## config.mk

```make
export PLATFORM = sky130hd
export DESIGN_NAME = fetch_instruction_queue
export DESIGN_NICKNAME = d
export VERILOG_FILES = /design/src/rtl/cva5_types.sv /design/src/rtl/fifq_credit_counter.sv /design/src/rtl/fetch_instruction_queue.sv
export SDC_FILE = /design/constraint.sdc
export NUM_CORES = 1
export LEC_CHECK = 0
export CAP_MARGIN = 20
export CORE_MARGIN = 2
export CORE_UTILIZATION = 48
export CTS_CLUSTER_DIAMETER = 50
export CTS_CLUSTER_SIZE = 24
export DETAILED_ROUTE_END_ITERATION = 16
export DONT_BUFFER_PORTS = 1
export GPL_TIMING_DRIVEN = 0
export PLACE_DENSITY = 0.72
export SLEW_MARGIN = 0
export SYNTH_ARGS = -nofsm -noshare
export SYNTH_HDL_FRONTEND = slang
export SYNTH_SLANG_ARGS = --single-unit
```

## constraint.sdc

```tcl
create_clock -name clk_i -period 6.36 [get_ports clk_i]
set_input_delay 0.636 -clock clk_i [delete_from_list [all_inputs] [get_ports clk_i]]
set_output_delay 0.636 -clock clk_i [all_outputs]
set_load 0.02 [all_outputs]
```

## src/rtl/cva5_types.sv

```systemverilog
// Shared types for the fetch instruction queue: entry layout and default depth.
package cva5_types;

    localparam int unsigned FETCH_QUEUE_DEPTH_DEFAULT = 4;

    typedef struct packed {
        logic [31:0] pc;
        logic [31:0] instruction;
    } fetch_queue_entry_t;

endpackage

```

## src/rtl/fifq_credit_counter.sv

```systemverilog
// Up/down saturating counter with a synchronous flush-load, used for the queue's
// alloc, unfilled and discard counts.
module fifq_credit_counter #(
    parameter int unsigned MaxCount = 4,
    localparam int unsigned CntW = $clog2(MaxCount + 1)
) (
    input  logic            clk_i,
    input  logic            rst_i,
    input  logic            load_i,
    input  logic [CntW-1:0] load_val_i,
    input  logic            inc_i,
    input  logic            dec_i,
    output logic [CntW-1:0] count_o
);

    localparam logic [CntW-1:0] MaxVal = CntW'(MaxCount);

    logic [CntW-1:0] count_q, count_d;

    always_comb begin
        count_d = count_q;
        if (load_i) begin
            count_d = load_val_i;
        end else if (inc_i && !dec_i && count_q != MaxVal) begin
            count_d = count_q + CntW'(1);
        end else if (dec_i && !inc_i && count_q != '0) begin
            count_d = count_q - CntW'(1);
        end
    end

    always_ff @(posedge clk_i) begin
        if (rst_i) begin
            count_q <= '0;
        end else begin
            count_q <= count_d;
        end
    end

    assign count_o = count_q;

endmodule

```

## src/rtl/fetch_instruction_queue.sv

```systemverilog
// In-order fetch buffer between the I-cache responder and decode; PC_W up to 32.
// Define FIFQ_BYPASS_EN to forward a response landing on an empty head in the same cycle.
module fetch_instruction_queue
    import cva5_types::*;
#(
    parameter int unsigned DEPTH = FETCH_QUEUE_DEPTH_DEFAULT,
    parameter int unsigned PC_W  = 32
) (
    input  logic            clk_i,
    input  logic            rst_i,
    input  logic            flush_i,
    output logic            issue_ready_o,
    input  logic            issue_i,
    input  logic [PC_W-1:0] issue_pc_i,
    input  logic            rsp_valid_i,
    input  logic [31:0]     rsp_data_i,
    output logic            out_valid_o,
    output logic [PC_W-1:0] out_pc_o,
    output logic [31:0]     out_instruction_o,
    input  logic            out_ready_i
);

    localparam int unsigned PtrW = $clog2(DEPTH);
    localparam int unsigned CntW = $clog2(DEPTH + 1);
    localparam logic [CntW:0] DepthW = (CntW + 1)'(DEPTH);

    logic [PtrW-1:0] alloc_ptr_q, alloc_ptr_d;
    logic [PtrW-1:0] fill_ptr_q, fill_ptr_d;
    logic [PtrW-1:0] head_ptr_q, head_ptr_d;
    logic [PtrW-1:0] wr_alloc_idx;

    logic [CntW-1:0] alloc_count, unfilled_count, discard_count;
    logic [CntW-1:0] discard_flush_val;
    logic [CntW:0]   credit_sum;

    logic discard_rsp, fill, pop, out_valid;

    fetch_queue_entry_t mem_q [DEPTH];

    assign discard_rsp = rsp_valid_i && (discard_count != '0);
    assign fill        = rsp_valid_i && (discard_count == '0) && !flush_i;
    assign pop         = out_valid && out_ready_i;

    assign credit_sum    = {1'b0, alloc_count} + {1'b0, discard_count};
    assign issue_ready_o = credit_sum < DepthW;

    // A response in the flush cycle belongs to a pre-flush request, so it uses up a credit.
    assign discard_flush_val = discard_count + unfilled_count - CntW'(rsp_valid_i);

    // An issue in the flush cycle becomes the first post-flush entry at index 0.
    assign wr_alloc_idx = flush_i ? '0 : alloc_ptr_q;

    fifq_credit_counter #(.MaxCount(DEPTH)) u_alloc_count (
        .clk_i      (clk_i),
        .rst_i      (rst_i),
        .load_i     (flush_i),
        .load_val_i (CntW'(issue_i)),
        .inc_i      (issue_i),
        .dec_i      (pop),
        .count_o    (alloc_count)
    );

    fifq_credit_counter #(.MaxCount(DEPTH)) u_unfilled_count (
        .clk_i      (clk_i),
        .rst_i      (rst_i),
        .load_i     (flush_i),
        .load_val_i (CntW'(issue_i)),
        .inc_i      (issue_i),
        .dec_i      (fill),
        .count_o    (unfilled_count)
    );

    fifq_credit_counter #(.MaxCount(DEPTH)) u_discard_count (
        .clk_i      (clk_i),
        .rst_i      (rst_i),
        .load_i     (flush_i),
        .load_val_i (discard_flush_val),
        .inc_i      (1'b0),
        .dec_i      (discard_rsp),
        .count_o    (discard_count)
    );

    always_comb begin
        alloc_ptr_d = alloc_ptr_q;
        fill_ptr_d  = fill_ptr_q;
        head_ptr_d  = head_ptr_q;
        if (flush_i) begin
            alloc_ptr_d = issue_i ? PtrW'(1) : '0;
            fill_ptr_d  = '0;
            head_ptr_d  = '0;
        end else begin
            if (issue_i) alloc_ptr_d = alloc_ptr_q + PtrW'(1);
            if (fill)    fill_ptr_d  = fill_ptr_q + PtrW'(1);
            if (pop)     head_ptr_d  = head_ptr_q + PtrW'(1);
        end
    end

    always_ff @(posedge clk_i) begin
        if (rst_i) begin
            alloc_ptr_q <= '0;
            fill_ptr_q  <= '0;
            head_ptr_q  <= '0;
        end else begin
            alloc_ptr_q <= alloc_ptr_d;
            fill_ptr_q  <= fill_ptr_d;
            head_ptr_q  <= head_ptr_d;
        end
    end

    // Entry storage has no reset; contents are only observed once allocated and filled.
    always_ff @(posedge clk_i) begin
        if (issue_i) mem_q[wr_alloc_idx].pc <= 32'(issue_pc_i);
        if (fill)    mem_q[fill_ptr_q].instruction <= rsp_data_i;
    end

`ifdef FIFQ_BYPASS_EN
    logic bypass;
    assign bypass = fill && (alloc_count == unfilled_count) && (fill_ptr_q == head_ptr_q);

    always_comb begin
        out_valid         = ((alloc_count > unfilled_count) || bypass) && !flush_i;
        out_pc_o          = mem_q[head_ptr_q].pc[PC_W-1:0];
        out_instruction_o = bypass ? rsp_data_i : mem_q[head_ptr_q].instruction;
    end
`else
    always_comb begin
        out_valid         = (alloc_count > unfilled_count) && !flush_i;
        out_pc_o          = mem_q[head_ptr_q].pc[PC_W-1:0];
        out_instruction_o = mem_q[head_ptr_q].instruction;
    end
`endif

    assign out_valid_o = out_valid;

    a_issue_legal : assert property (@(posedge clk_i) disable iff (rst_i)
        issue_i |-> issue_ready_o);

    a_rsp_legal : assert property (@(posedge clk_i) disable iff (rst_i)
        rsp_valid_i |-> (discard_count != '0) || (unfilled_count != '0));

endmodule

```

======== After elaboration in Yosys (flattened, before gate mapping) ========
Memory sizes are Yosys's and may differ from the RTL's. A register that Yosys moved wholly into a read port is not among the register bits.
Index checks and enable logic that the tools add are counted.
storage, ports and cells
  logic and storage cells ................. 71
  bits in latches ......................... 0
  ROM bits ................................ 0
  output and inout bits ................... 66
  bits in registers ....................... 15
  bits in writable memories ............... 256
  memories ................................ 1
memory list
  memory  words  bits a word  rd ports  clocked after Yosys merged registers in  wr ports  RTL line                       source
  mem_q   4      64           1         1                                        2         fetch_instruction_queue.sv:38  fetch_queue_entry_t mem_q [DEPTH];
operators by class
  reduce and logical (&&, ||, !) cells .... 29
  multiply operators ...................... 0
  magnitude comparators ................... 2
  $add $sub $neg .......................... 11
  shifts and indexed selects .............. 0
  multiplexer cells ....................... 18
  equal/unequal tests ..................... 2
  bitwise gates (word level) .............. 0
  div/mod/pow operators ................... 0
operators with widths
  operator             count
  $mux 3               6
  $reduce_bool 3->1    5
  $logic_and 1x1->1    14
  $mux 2               5
  $sub 3x1->3 const B  3
  $reduce_bool 2->1    4
  $mux 1               7
  $add 2x1->2 const B  3
  $add 3x1->3 const B  2
  $ne 3x3->1 const B   2
  $add 3x3->4          1
  $logic_not 1->1      4
  $lt 4x3->1 const B   1
  $add 3x3->3          1
  $gt 3x3->1           1
  $logic_not 3->1      1
  $sub 3x1->3          1
  $reduce_or 2->1      1

======== Logic depth before layout (Yosys ltp) ========
  word-level depth ........................ 8
  depth in mapped cells ................... 11
  depth with buffers taken out ............ 11

======== Modules after synthesis ========
A second synthesis with hierarchy kept.
unflattened totals
  cells, all modules ...................... 501
  area, all modules ....................... 10832.9 µm²
modules (own cells, without submodules)
  module                   cells each  sequential area each (µm²)  area each (µm²)  instances
  fetch_instruction_queue  414         7847.5                      9999.6           1
  fifq_credit_counter      29          60.1                        277.8            3

======== Least setup slack after synthesis ========
No wires, ideal clock.
  path kind ............................... in2reg
  from .................................... input flush_i
  to ...................................... memory mem_q[2][32] (netlist name), enable pin
  path buffers ............................ 2
  arrival ................................. 4.393 ns
  stages on the path ...................... 3
  path slack .............................. 1.454 ns
  cells stage by stage .................... buf_2 -> buf_1 -> nor4b_1
RTL lines
  what                RTL line                       source
  start: declaration  fetch_instruction_queue.sv:11  input logic flush_i,
  end: declaration    fetch_instruction_queue.sv:38

==> out/results.ini <==
[routing]
vias_per_cell = 5.70
drt_iter0_markers = 290
dr.pass1.iters = 4
postRouteAntennaNets = 0
drt-total-wl_um = 18300
drc = 0
wl_per_cell_um = 22.6
num_vias = 4624

[setup_path]
r2r_start = u_alloc_count.count_o[0]
end_kind = output port
r2r-end = u_alloc_count.count_o[2]
critPathLaunchType = flop
arrival_ns = 2.40
crit_path_max_fanout = 10
critPathRequiredTime_ns = 5.72
endpoint = out_pc_o[9]
rr_worst_depth = 10
r2r_slack_ns = 3.33
critPathKind = reg2out

[sta]
post-route-min-period_ns = 3.04
fin_skew_ns = 0.0231
worst_slew_pin_slew_ns = 0.915
fmax_mhz = 329
setup_violations = 0
hold_ws_ns = 0.207
rsz0062_at_grt = false
slew_headroom = 0.385
hold_viol_final = 0
fin_crit_sh = 0.478
drv_slew = 0

[logic_synthesis]
seq_area_frac_synth = 0.767
synth-seq-cells = 273
syn_inst = 481
synth-edff-count = 256
synth_ff_type = edfxtp_1
async_flop_share = 0
ys_warn_count = 0
synth_cell_type_count = 43
synthesis.area_um2 = 10500
synth_area_per_cell_um2 = 21.8
syn_nets = 568

[floorplan]
start_util = 0.484
io_pins = 136
die_area_um2 = 23000
die_w_um = 152
rows = 54
die_y_um = 152
core_um2 = 21600

[finish]
area_growth_pct = 12.4
layout_common_cells = edfxtp_1 (256), mux4_2 (65), clkbuf_16 (25), nor2_1 (21), dfxtp_1 (17)
nNetsFinal = 601
finalNonFillerCells = 811
fin_area_um2 = 11800
regArea_um2 = 8030
multiInputGateArea_um2 = 2330
drive_above_1_share = 0.258
final.fill_count = 1652
diodes = 0
layout_commonest_cell = edfxtp_1

[global_routing]
grt_overflow = 0
grtUsageTotal = 0.159
antenna_found_initial = 0
grt_pass1_wl_um = 27700
grt_max_degree = 33
grt_pass1_vias = 4850

[outcome]
outcome = finished clean

[cts]
cts.sinks = 273
cts_max_path_buffers = 3
postCtsResizedCells = 0
cts-root-buf = clkbuf_16
clk_pin_slew_ns = 0.08
postCtsSetupBuffers = 0
tritoncts = yes
cts_made_buffers = 24
holdBufCountCts = 0
h-tree-depth = 1
worstSkewPairLatency_ns = 0.52

[worst_hold_path]
hp-class = in2reg
hp-start = issue_pc_i[7]

[pwr]
peakVddDrop_mv = 0.218
p_leak_nw = 3.68
powerDensity_nw_per_um2 = 331

[flow_run]
drv_cap = 0

[placed_design]
portBuffers = 0
place_congestion = 0.769
dpl_cell_area_um2 = 10900
dp.cells = 768
hpwl_um = 11800

-- worst max-delay path, cell delays in order, from the launching register on --
cell and delay, ns:
dfxtp_1 0.31, clkbuf_1 0.50, clkbuf_1 0.57, mux4_2 0.52
-- metal layers --
metal  wire, um  GRT usage  vias up
met5          0          0        -
met4        263     0.0352        0
met3       1460     0.0461       21
met2       9540      0.279      122
met1       7050      0.197     2430
li1           -          -     2051
-- power by group --
group / internal (mW) / total [mW] / switching, mW
logic: 0.131 / 0.346 / 0.215
clock network: 0.803 / 1.48 / 0.682
registers: 2.04 / 2.06 / 0.0275
-- state kept, by name, indices dropped and copies added, names as in the netlist, named ones only --
name,count
alloc_ptr_q,2
mem_q,256
u_alloc_count.count_o,3
u_unfilled_count.count_o,3
u_discard_count.count_o,3
head_ptr_q,2
fill_ptr_q,2
-- area by class of cell --
cell class	count	share of cell area
Sequential cell	273	0.682
Multi-Input combinational cell	177	0.198
Clock buffer	27	0.0538
Buffer	20	0.00745
Timing Repair Buffer	7	0.00659
Inverter	11	0.00351
Clock inverter	16	0.0180
Tap cell	280	0.0298
-- Yosys cell counts (2+ instances only) --
| cell | number | area, um2 |
|---|---|---|
| and2_1 | 4 | 25.0 |
| nor4_1 | 3 | 18.8 |
| a21oi_1 | 7 | 35.0 |
| edfxtp_1 | 256 | 7690 |
| nor2b_1 | 3 | 18.8 |
| buf_2 | 10 | 50.1 |
| fa_1 | 3 | 60.1 |
| o21ai_0 | 5 | 25.0 |
| mux2i_1 | 2 | 20.0 |
| or3_1 | 2 | 12.5 |
| xor2_1 | 4 | 35.0 |
| mux4_2 | 65 | 1460 |
| xnor2_1 | 5 | 43.8 |
| nor2_1 | 23 | 86.3 |
| nand3_1 | 5 | 25.0 |
| buf_1 | 3 | 11.3 |
| inv_1 | 10 | 37.5 |
| clkbuf_1 | 7 | 26.3 |
| nor3_1 | 3 | 15.0 |
| nand2_1 | 6 | 22.5 |
| and3_1 | 4 | 25.0 |
| ha_1 | 14 | 175 |
| dfxtp_1 | 17 | 340 |
-- cells by family after synthesis --
| group | share of synthesized area |
|---|---|
| AOI/OAI and AO/OA | 0.0158 |
| muxes | 0.142 |
| and+or+nand+nor | 0.0329 |
| buffers and inverters | 0.0123 |
| xor gates and xnor gates | 0.00753 |
| adders and majority gates | 0.0225 |
| DFF | 0.767 |
-- stage by stage --
step | setup WS, ns | total power [mW] | setup TNS [ns] | utilization
floorplan | 1.45 | 2.38 | 0 | -
global placement | -1.17 | 2.43 | -37.48 | 0.500
detailed placement | 3.40 | 2.46 | 0 | 0.505
CTS | 3.21 | 3.93 | 0 | 0.544
global route | 3.10 | 4.03 | 0 | 0.544
finish | 3.32 | 3.89 | 0 | 0.544
-- worst min path at each step --
stage / end / slack [ns] / cells past startpoint
finish: mem_q[3][39] / 0.21 / 0
global route: mem_q[3][62] / 0.18 / 0
CTS: mem_q[3][39] / 0.19 / 0
detailed placement: flop / 0.52 / 2
global placement: head_ptr_q[1] / 0.51 / 2
floorplan: flop / 0.48 / 2
(Power assumes the default switching activity.)
